## config.mk

```make
export PLATFORM = sky130hd
export DESIGN_NAME = cic_decimator_param_flat
export DESIGN_NICKNAME = d
export VERILOG_FILES = /design/src/rtl/cic_decimator_param_if.sv /design/src/rtl/cic_decimator_param.sv /design/src/flat_wrapper.sv
export SDC_FILE = /design/constraint.sdc
export NUM_CORES = 1
export LEC_CHECK = 0
export BUFFER_PORTS_ARGS = -buffer_cell sky130_fd_sc_hd__buf_4
export CORE_AREA = 2 2 145 147
export CTS_CLUSTER_SIZE = 16
export DETAILED_ROUTE_END_ITERATION = 12
export DIE_AREA = 0 0 147 149
export PLACE_DENSITY_LB_ADDON = 0.25
export SYNTH_ARGS = -nofsm -noshare
export SYNTH_HDL_FRONTEND = slang
export SYNTH_SLANG_ARGS = --single-unit
export TNS_END_PERCENT = 1
```

## constraint.sdc

```tcl
create_clock -name clk -period 11.99 [get_ports clk]
set_input_delay 1.7985 -clock clk [delete_from_list [all_inputs] [get_ports clk]]
set_output_delay 1.7985 -clock clk [all_outputs]
set_load 0.02 [all_outputs]
```

## src/rtl/cic_decimator_param_if.sv

```systemverilog
// Bus between the bitstream source and the CIC decimator.
// out_valid is a single-cycle strobe with no backpressure: the consumer must take out_data on every cycle it is high.
interface cic_decimator_param_if #(
    parameter int OUT_W = 16
);
    logic             en;
    logic [2:0]       dec_log2;
    logic             in_bit;
    logic [OUT_W-1:0] out_data;
    logic             out_valid;

    modport master (
        output en, dec_log2, in_bit,
        input  out_data, out_valid
    );

    modport slave (
        input  en, dec_log2, in_bit,
        output out_data, out_valid
    );
endinterface

```

## src/rtl/cic_decimator_param.sv

```systemverilog
// Single-clock CIC decimator for a 1-bit delta-sigma stream, runtime ratio R = 2^k.
// Define CIC_BIPOLAR_EN for +1/-1 input mapping and a two's complement output.
module cic_decimator_param #(
    parameter int ORDER     = 3,
    parameter int MAX_LOG2R = 6,
    parameter int OUT_W     = 16
) (
    input logic                  clk,
    input logic                  rst_n,
    cic_decimator_param_if.slave bus
);
`ifdef CIC_BIPOLAR_EN
    localparam int BIP_W = 2;
    localparam int IN_W  = 2;
`else
    localparam int BIP_W = 1;
    localparam int IN_W  = 1;
`endif
    localparam int ACC_W = ORDER * MAX_LOG2R + BIP_W;

    logic [2:0]             k_reg;
    logic [2:0]             k_clamp;
    logic [MAX_LOG2R-1:0]   cnt;
    logic [MAX_LOG2R-1:0]   cnt_last;
    logic [2:0]             disc;
    logic [IN_W-1:0]        x_in;
    logic [IN_W-1:0]        in_reg;
    logic [ACC_W-1:0]       x_ext;
    logic [ACC_W-1:0]       integ [ORDER];
    logic [ACC_W-1:0]       dly [ORDER];
    logic [ACC_W-1:0]       comb_in [ORDER];
    logic [ACC_W-1:0]       c_n;
    logic [ACC_W+OUT_W-1:0] c_wide;
    logic [OUT_W-1:0]       norm;
    logic [OUT_W-1:0]       out_data_r;
    logic                   out_valid_r;
    logic                   clear;
    logic                   dec_event;

    always_comb begin
        k_clamp = bus.dec_log2;
        if (bus.dec_log2 == 3'd0) begin
            k_clamp = 3'd1;
        end else if (int'(bus.dec_log2) > MAX_LOG2R) begin
            k_clamp = 3'(MAX_LOG2R);
        end
    end

    // A ratio change clears the datapath exactly like en=0 and restarts discard.
    assign clear     = (k_clamp != k_reg) || !bus.en;
    assign cnt_last  = ~({MAX_LOG2R{1'b1}} << k_reg);
    assign dec_event = (cnt == cnt_last);

`ifdef CIC_BIPOLAR_EN
    assign x_in   = bus.in_bit ? 2'b01 : 2'b11;
    assign x_ext  = {{(ACC_W-2){in_reg[1]}}, in_reg};
    assign c_wide = {{OUT_W{c_n[ACC_W-1]}}, c_n};
`else
    assign x_in   = bus.in_bit;
    assign x_ext  = {{(ACC_W-1){1'b0}}, in_reg};
    assign c_wide = {{OUT_W{1'b0}}, c_n};
`endif

    always_comb begin
        c_n = integ[ORDER-1];
        for (int j = 0; j < ORDER; j++) begin
            comb_in[j] = c_n;
            c_n        = c_n - dly[j];
        end
    end

    // One fixed shift per legal k; k_reg only selects among them.
    always_comb begin
        norm = '0;
        for (int kk = 1; kk <= MAX_LOG2R; kk++) begin
            if (int'(k_reg) == kk) begin
                norm = OUT_W'((c_wide >> ((ORDER*kk+BIP_W > OUT_W) ? ORDER*kk+BIP_W-OUT_W : 0))
                              << ((ORDER*kk+BIP_W < OUT_W) ? OUT_W-ORDER*kk-BIP_W : 0));
            end
        end
    end

    always_ff @(posedge clk) begin
        if (!rst_n) begin
            k_reg       <= k_clamp;
            in_reg      <= '0;
            cnt         <= '0;
            disc        <= '0;
            out_data_r  <= '0;
            out_valid_r <= 1'b0;
            for (int j = 0; j < ORDER; j++) begin
                integ[j] <= '0;
                dly[j]   <= '0;
            end
        end else begin
            k_reg       <= k_clamp;
            out_valid_r <= 1'b0;
            if (clear) begin
                in_reg <= '0;
                cnt    <= '0;
                disc   <= '0;
                for (int j = 0; j < ORDER; j++) begin
                    integ[j] <= '0;
                    dly[j]   <= '0;
                end
            end else begin
                in_reg   <= x_in;
                integ[0] <= integ[0] + x_ext;
                for (int j = 1; j < ORDER; j++) begin
                    integ[j] <= integ[j] + integ[j-1];
                end
                if (dec_event) begin
                    cnt <= '0;
                    for (int j = 0; j < ORDER; j++) begin
                        dly[j] <= comb_in[j];
                    end
                    // Startup transient: the first ORDER decimations are swallowed.
                    if (int'(disc) < ORDER) begin
                        disc <= disc + 1'b1;
                    end else begin
                        out_data_r  <= norm;
                        out_valid_r <= 1'b1;
                    end
                end else begin
                    cnt <= cnt + 1'b1;
                end
            end
        end
    end

    assign bus.out_data  = out_data_r;
    assign bus.out_valid = out_valid_r;
endmodule

```

## src/flat_wrapper.sv

```systemverilog
// flat-port wrapper written by rule: the top's interface ports become plain ports
module cic_decimator_param_flat 
#(
    parameter int ORDER     = 3,
    parameter int MAX_LOG2R = 6,
    parameter int OUT_W     = 16
)
  (clk, rst_n, bus_en, bus_dec_log2, bus_in_bit, bus_out_data, bus_out_valid);
  cic_decimator_param_if #(.OUT_W(OUT_W)) bus_i ();
  input logic clk;
  input logic rst_n;
  input wire logic [$bits(bus_i.en)-1:0] bus_en;
  input wire logic [$bits(bus_i.dec_log2)-1:0] bus_dec_log2;
  input wire logic [$bits(bus_i.in_bit)-1:0] bus_in_bit;
  output wire logic [$bits(bus_i.out_data)-1:0] bus_out_data;
  output wire logic [$bits(bus_i.out_valid)-1:0] bus_out_valid;
  assign bus_i.en = bus_en;
  assign bus_i.dec_log2 = bus_dec_log2;
  assign bus_i.in_bit = bus_in_bit;
  assign bus_out_data = bus_i.out_data;
  assign bus_out_valid = bus_i.out_valid;
  cic_decimator_param #(.ORDER(ORDER), .MAX_LOG2R(MAX_LOG2R), .OUT_W(OUT_W)) u_core (.clk(clk), .rst_n(rst_n), .bus(bus_i));
endmodule
```

After elaboration in Yosys (flattened, before gate mapping)
Memories as Yosys holds them, arrays and structs flattened. Index checks and enable logic that the tools add are counted. Widths: inputs -> output; s select.

Memory bits (writable): 114. Output and inout bits: 17. Bits in registers: 30. Memories kept: 2.

$lt $le $gt $ge: 2. Bitwise gates (word level): 17. Reductions and logical operators: 8. Shifts and indexed selects: 1. $add $sub $neg: 8. Equality and inequality tests: 8. Multiplexer cells: 32.

Memory list: u_core.dly (depth 3, width 19, read ports 3, clocked after memory_dff 0, write ports 3, line cic_decimator_param.sv:30) `logic [ACC_W-1:0] dly [ORDER];`; u_core.integ (depth 3, width 19, read ports 3, clocked after memory_dff 0, write ports 3, line cic_decimator_param.sv:29) `logic [ACC_W-1:0] integ [ORDER];`.

Operators with widths (number): $mux 19 (12); $mux 16 (6); $sub 19x19->19 (3); $add 19x19->19 (2); $add 19x1->19 (1); $eq 3x3->1 const B (4); $mux 1 (12); $or 1x1->1 (12); $add 6x1->6 const B (1); $eq 3x2->1 const B (2); $eq 6x6->1 (1); $mux 3 (2); $not 6->6 (1); $reduce_or 3->1 (2); $shl 6x3->6 const A (1); $not 1->1 (4); $add 3x1->3 const B (1); $gt 3x3->1 const B (1); $logic_not 3->1 (1); $lt 3x2->1 const B (1); $ne 3x3->1 (1); $reduce_and 3->1 (1); $reduce_and 2->1 (1); $reduce_or 2->1 (1); other kinds (2) (2).

Logic depth before layout (Yosys ltp)
Depth after elaboration: 10. Mapped depth: 28. Depth with buffers taken out: 28.

Least setup slack after synthesis
No wires, ideal clock.

Path type: register to register. From: mem u_core.integ[0][39] in the netlist's numbering. To: reg u_core.out_data_r[15], in the netlist u_core.bus.out_data[15]. Setup time: 0.136 ns. Arrival time: 5.048 ns. Setup slack: 6.807 ns. Cell stages (with the launch flop): 27. Path through: edfxtp_1 -> ha_1 -> nor2b_1 -> o21ai_0 -> a21oi_1 -> o21ai_0 -> nand2b_1 -> a21o_1 -> a21oi_1 -> xnor2_1 -> ha_1 -> and3_1 -> and3_1 -> a21o_1 -> or2_2 -> xor2_1 -> ha_1 -> nand2_1 -> o21ai_0 -> or2_2 -> a311oi_1 -> o21bai_1 -> a21o_1 -> a21o_1 -> mux2i_1 -> o41ai_2 -> o32ai_1.

RTL lines: start, declared (line cic_decimator_param.sv:29); end signal, assigned (line cic_decimator_param.sv:121) `out_data_r <= norm;`; end, declared (line cic_decimator_param.sv:35) `logic [OUT_W-1:0] out_data_r;`.

==> results.sh <==
export IMPL_status="complete, no violations"
export IMPL_r2r_start="u_core.integ[0][39]"
export IMPL_place_congestion=0.8738
export IMPL_dp_cells=1405
export IMPL_min_to="u_core.bus.out_data[1]"
export IMPL_crit_path_end_kind="register"
export IMPL_syn2layout_area_growth_pct=12.60
export IMPL_synth_seq_area_share=0.3999
export IMPL_cts_sinks=144
export IMPL_cts_buffers=17
export IMPL_nNetsFinal=1255
export IMPL_grt_antenna_before_repair=0
export IMPL_p_leak_nw=4.660
export IMPL_clockRootBuffer="clkbuf_16"
export IMPL_synth_edff_count=114
export IMPL_powerDensity_nw_per_um2=146.8
export IMPL_dieArea_sq_um=21900
export IMPL_cpPeakStageDelay_ps=460
export IMPL_peakVddDrop_mv=0.1001
export IMPL_final_min_clock_period_ps=5642
export IMPL_rows=53
export IMPL_diodes=0
export IMPL_ys_flop_type="edfxtp_1"
export IMPL_core_sq_um=20560
export IMPL_postPlaceCellArea_sq_um=10720
export IMPL_arrival_ps=5950
export IMPL_overflow=0
export IMPL_path_delay_family="compound AO/OA/AOI/OAI gates"
export IMPL_drt_iter0_markers=313
export IMPL_clock_path_buffers=2
export IMPL_fmax_mhz=177.2
export IMPL_path_buf_inv=0
export IMPL_drt_total_wl_microns=18710
export IMPL_crit_path_start_kind="register"
export IMPL_r2r_setup_slack_ps=6350
export IMPL_dr_pass1_iters=4
export IMPL_hold_start="u_core.bus.out_data[1]"
export IMPL_slew_violations=0
export IMPL_hp_class="reg -> reg"
export IMPL_grt_max_degree=58
export IMPL_setup_viol_count_final=0
export IMPL_synthesis_instances=1075
export IMPL_drc=0
export IMPL_mappedNetlistArea_sq_um=10060
export IMPL_clkTransAtPathRegs_ps=60
export IMPL_relSlewSlack=0.3782
export IMPL_die_w_microns=147
export IMPL_async_reset_ff_frac=0
export IMPL_seqCellArea_sq_um=4024
export IMPL_worstRegToRegCells=26
export IMPL_drive_gt1_frac=0.06799
export IMPL_tns_ps=0
export IMPL_ys_warn_count=0
export IMPL_cts_hold_buf=0
export IMPL_ctsHtreeMaxLevel=4
export IMPL_tritoncts="built"
export IMPL_grt_use_total=0.1788
export IMPL_cp_slowest_cell="edfxtp_1"
export IMPL_ys_types=71
export IMPL_final_cells=1437
export IMPL_skew_ps=12.84
export IMPL_grt_pass1_vias=7228
export IMPL_dp_hpwl_microns=13650
export IMPL_hold_violations=0
export IMPL_critPathRequiredTime_ps=12300
export IMPL_dr_total_vias=7491
export IMPL_tightest_slew_ps=931.4
export IMPL_io_buffers=23
export IMPL_die_y_microns=149
export IMPL_initial_core_util=0.4895
export IMPL_wl_per_cell_microns=13.02
export IMPL_fill_cells=1904
export IMPL_io_pins=24
export IMPL_clock_latency_ps=430
export IMPL_cap_violations=0
export IMPL_grt_pass1_wl_microns=31970
export IMPL_worstPathMaxFanout=5
export IMPL_synth_seq_cells=144
export IMPL_antenna_left=0
export IMPL_multi_input_area_sq_um=5847
export IMPL_synth_avg_cell_area_sq_um=9.361
export IMPL_crit_type="reg -> reg"
export IMPL_fin_util=0.5512
export IMPL_rsz0062_at_grt="no"
export IMPL_fin_crit_sh=0.4706
export IMPL_viasPerCell=5.213
export IMPL_rr_endpoint="u_core.bus.out_data[14]"
export IMPL_post_cts_resized=0
export IMPL_min_path_cells=2
export IMPL_cts_setup_buffers=0
export IMPL_finish_instance_area_sq_um=11330
-- cells by family (layout without fill, tap and decap cells) --
kind of cell               Yosys count  in the layout  share of synthesized area
and+or+nand+nor                    376            376                     0.1853
AOI/OAI and AO/OA                  244            244                     0.1548
DFF                                144            144                     0.3999
buffers and inverters              109            140                    0.04115
adders and majority gates           99             99                     0.1268
xor gates and xnor gates            96             96                    0.08579
muxes                                6              6                   0.005968
other                                1             57                  0.0003726
-- cell type report --
cell class | count | share of cell area
multi-input combinational | 878 | 0.5160
sequential | 144 | 0.3551
clock buffer | 18 | 0.03788
tap | 275 | 0.03037
inverter | 81 | 0.02683
timing repair buffer | 27 | 0.01789
clock inverter | 14 | 0.01590
-- power breakdown --
group | switching (mW) | internal, mW | total [mW] | leakage, nW
sequential | 0.0144 | 0.552 | 0.566 | 1.52
combinational | 0.316 | 0.232 | 0.548 | 2.84
clock | 0.219 | 0.331 | 0.550 | 0.297
-- tightest hold or removal path: cells and delay by family, from the launching register on --
| kind | cells | cell delay (ps) |
|---|---|---|
| flops | 1 | 310 |
| simple gates | 1 | 50 |
| compound gates | 1 | 50 |
-- per-layer routing --
metal / GRT usage / vias to the layer above / part of all wire
li1: - / 3916 / -
met1: 0.2016 / 3450 / 0.45
met2: 0.3378 / 98 / 0.51
met3: 0.03058 / 27 / 0.027
met4: 0.06779 / 0 / 0.019
met5: 0 / - / 0
-- synth_stat cells (all sizes together), types with 22 or more instances --
cell | n | share of area
a21o | 22 | 0.016
a21oi | 78 | 0.039
and2 | 56 | 0.035
and3 | 22 | 0.014
clkbuf | 22 | 0.0082
dfxtp | 30 | 0.060
edfxtp | 114 | 0.34
ha | 94 | 0.12
inv | 80 | 0.030
nand2 | 59 | 0.022
nand3 | 34 | 0.017
nor2 | 120 | 0.045
nor3 | 26 | 0.013
o21ai | 61 | 0.031
xnor2 | 56 | 0.049
xor2 | 39 | 0.034
-- stage by stage --
stage	total power, mW	hold WS [ps]	worst slack, ps
detailed placement	1.117	448.3	6346
finish	1.664	451.1	6348
CTS	1.676	455.7	6314
floorplan	1.012	437.5	6807
global placement	1.112	439.8	6461
global route	1.766	476.1	5817
-- placed cells by master, fill, tap and decap left out, types with 7 or more instances in the layout --
cell / netlist / final
nor2_1: 120 / 119
edfxtp_1: 114 / 114
ha_1: 94 / 94
inv_1: 80 / 80
a21oi_1: 78 / 78
o21ai_0: 59 / 59
nand2_1: 59 / 58
conb_1: 1 / 57
and2_1: 56 / 56
xnor2_1: 55 / 55
xor2_1: 39 / 39
nand3_1: 34 / 34
dfxtp_1: 30 / 30
buf_4: 1 / 27
nor3_1: 26 / 26
a21o_1: 22 / 22
and3_1: 22 / 22
clkbuf_16: 0 / 17
nand2b_1: 15 / 15
nor2b_1: 14 / 14
o21a_1: 13 / 13
a211oi_1: 7 / 7
o211ai_1: 7 / 7
a31oi_1: 7 / 7
-- how the worst max path moves through the flow --
stage                                    from                 endpoint  slack, ps  cells past startpoint
final                     u_core.integ[0][39]  u_core.bus.out_data[14]       6350                     26
after global routing      u_core.integ[0][39]  u_core.bus.out_data[14]       5820                     26
after CTS                 u_core.integ[0][39]  u_core.bus.out_data[14]       6310                     26
after detailed placement  u_core.integ[0][39]  u_core.bus.out_data[14]       6350                     26
after global placement    u_core.integ[0][39]  u_core.bus.out_data[15]       6460                     26
after floorplan           u_core.integ[0][39]  u_core.bus.out_data[15]       6810                     26
Note: power is estimated with default switching activity, not from simulation.
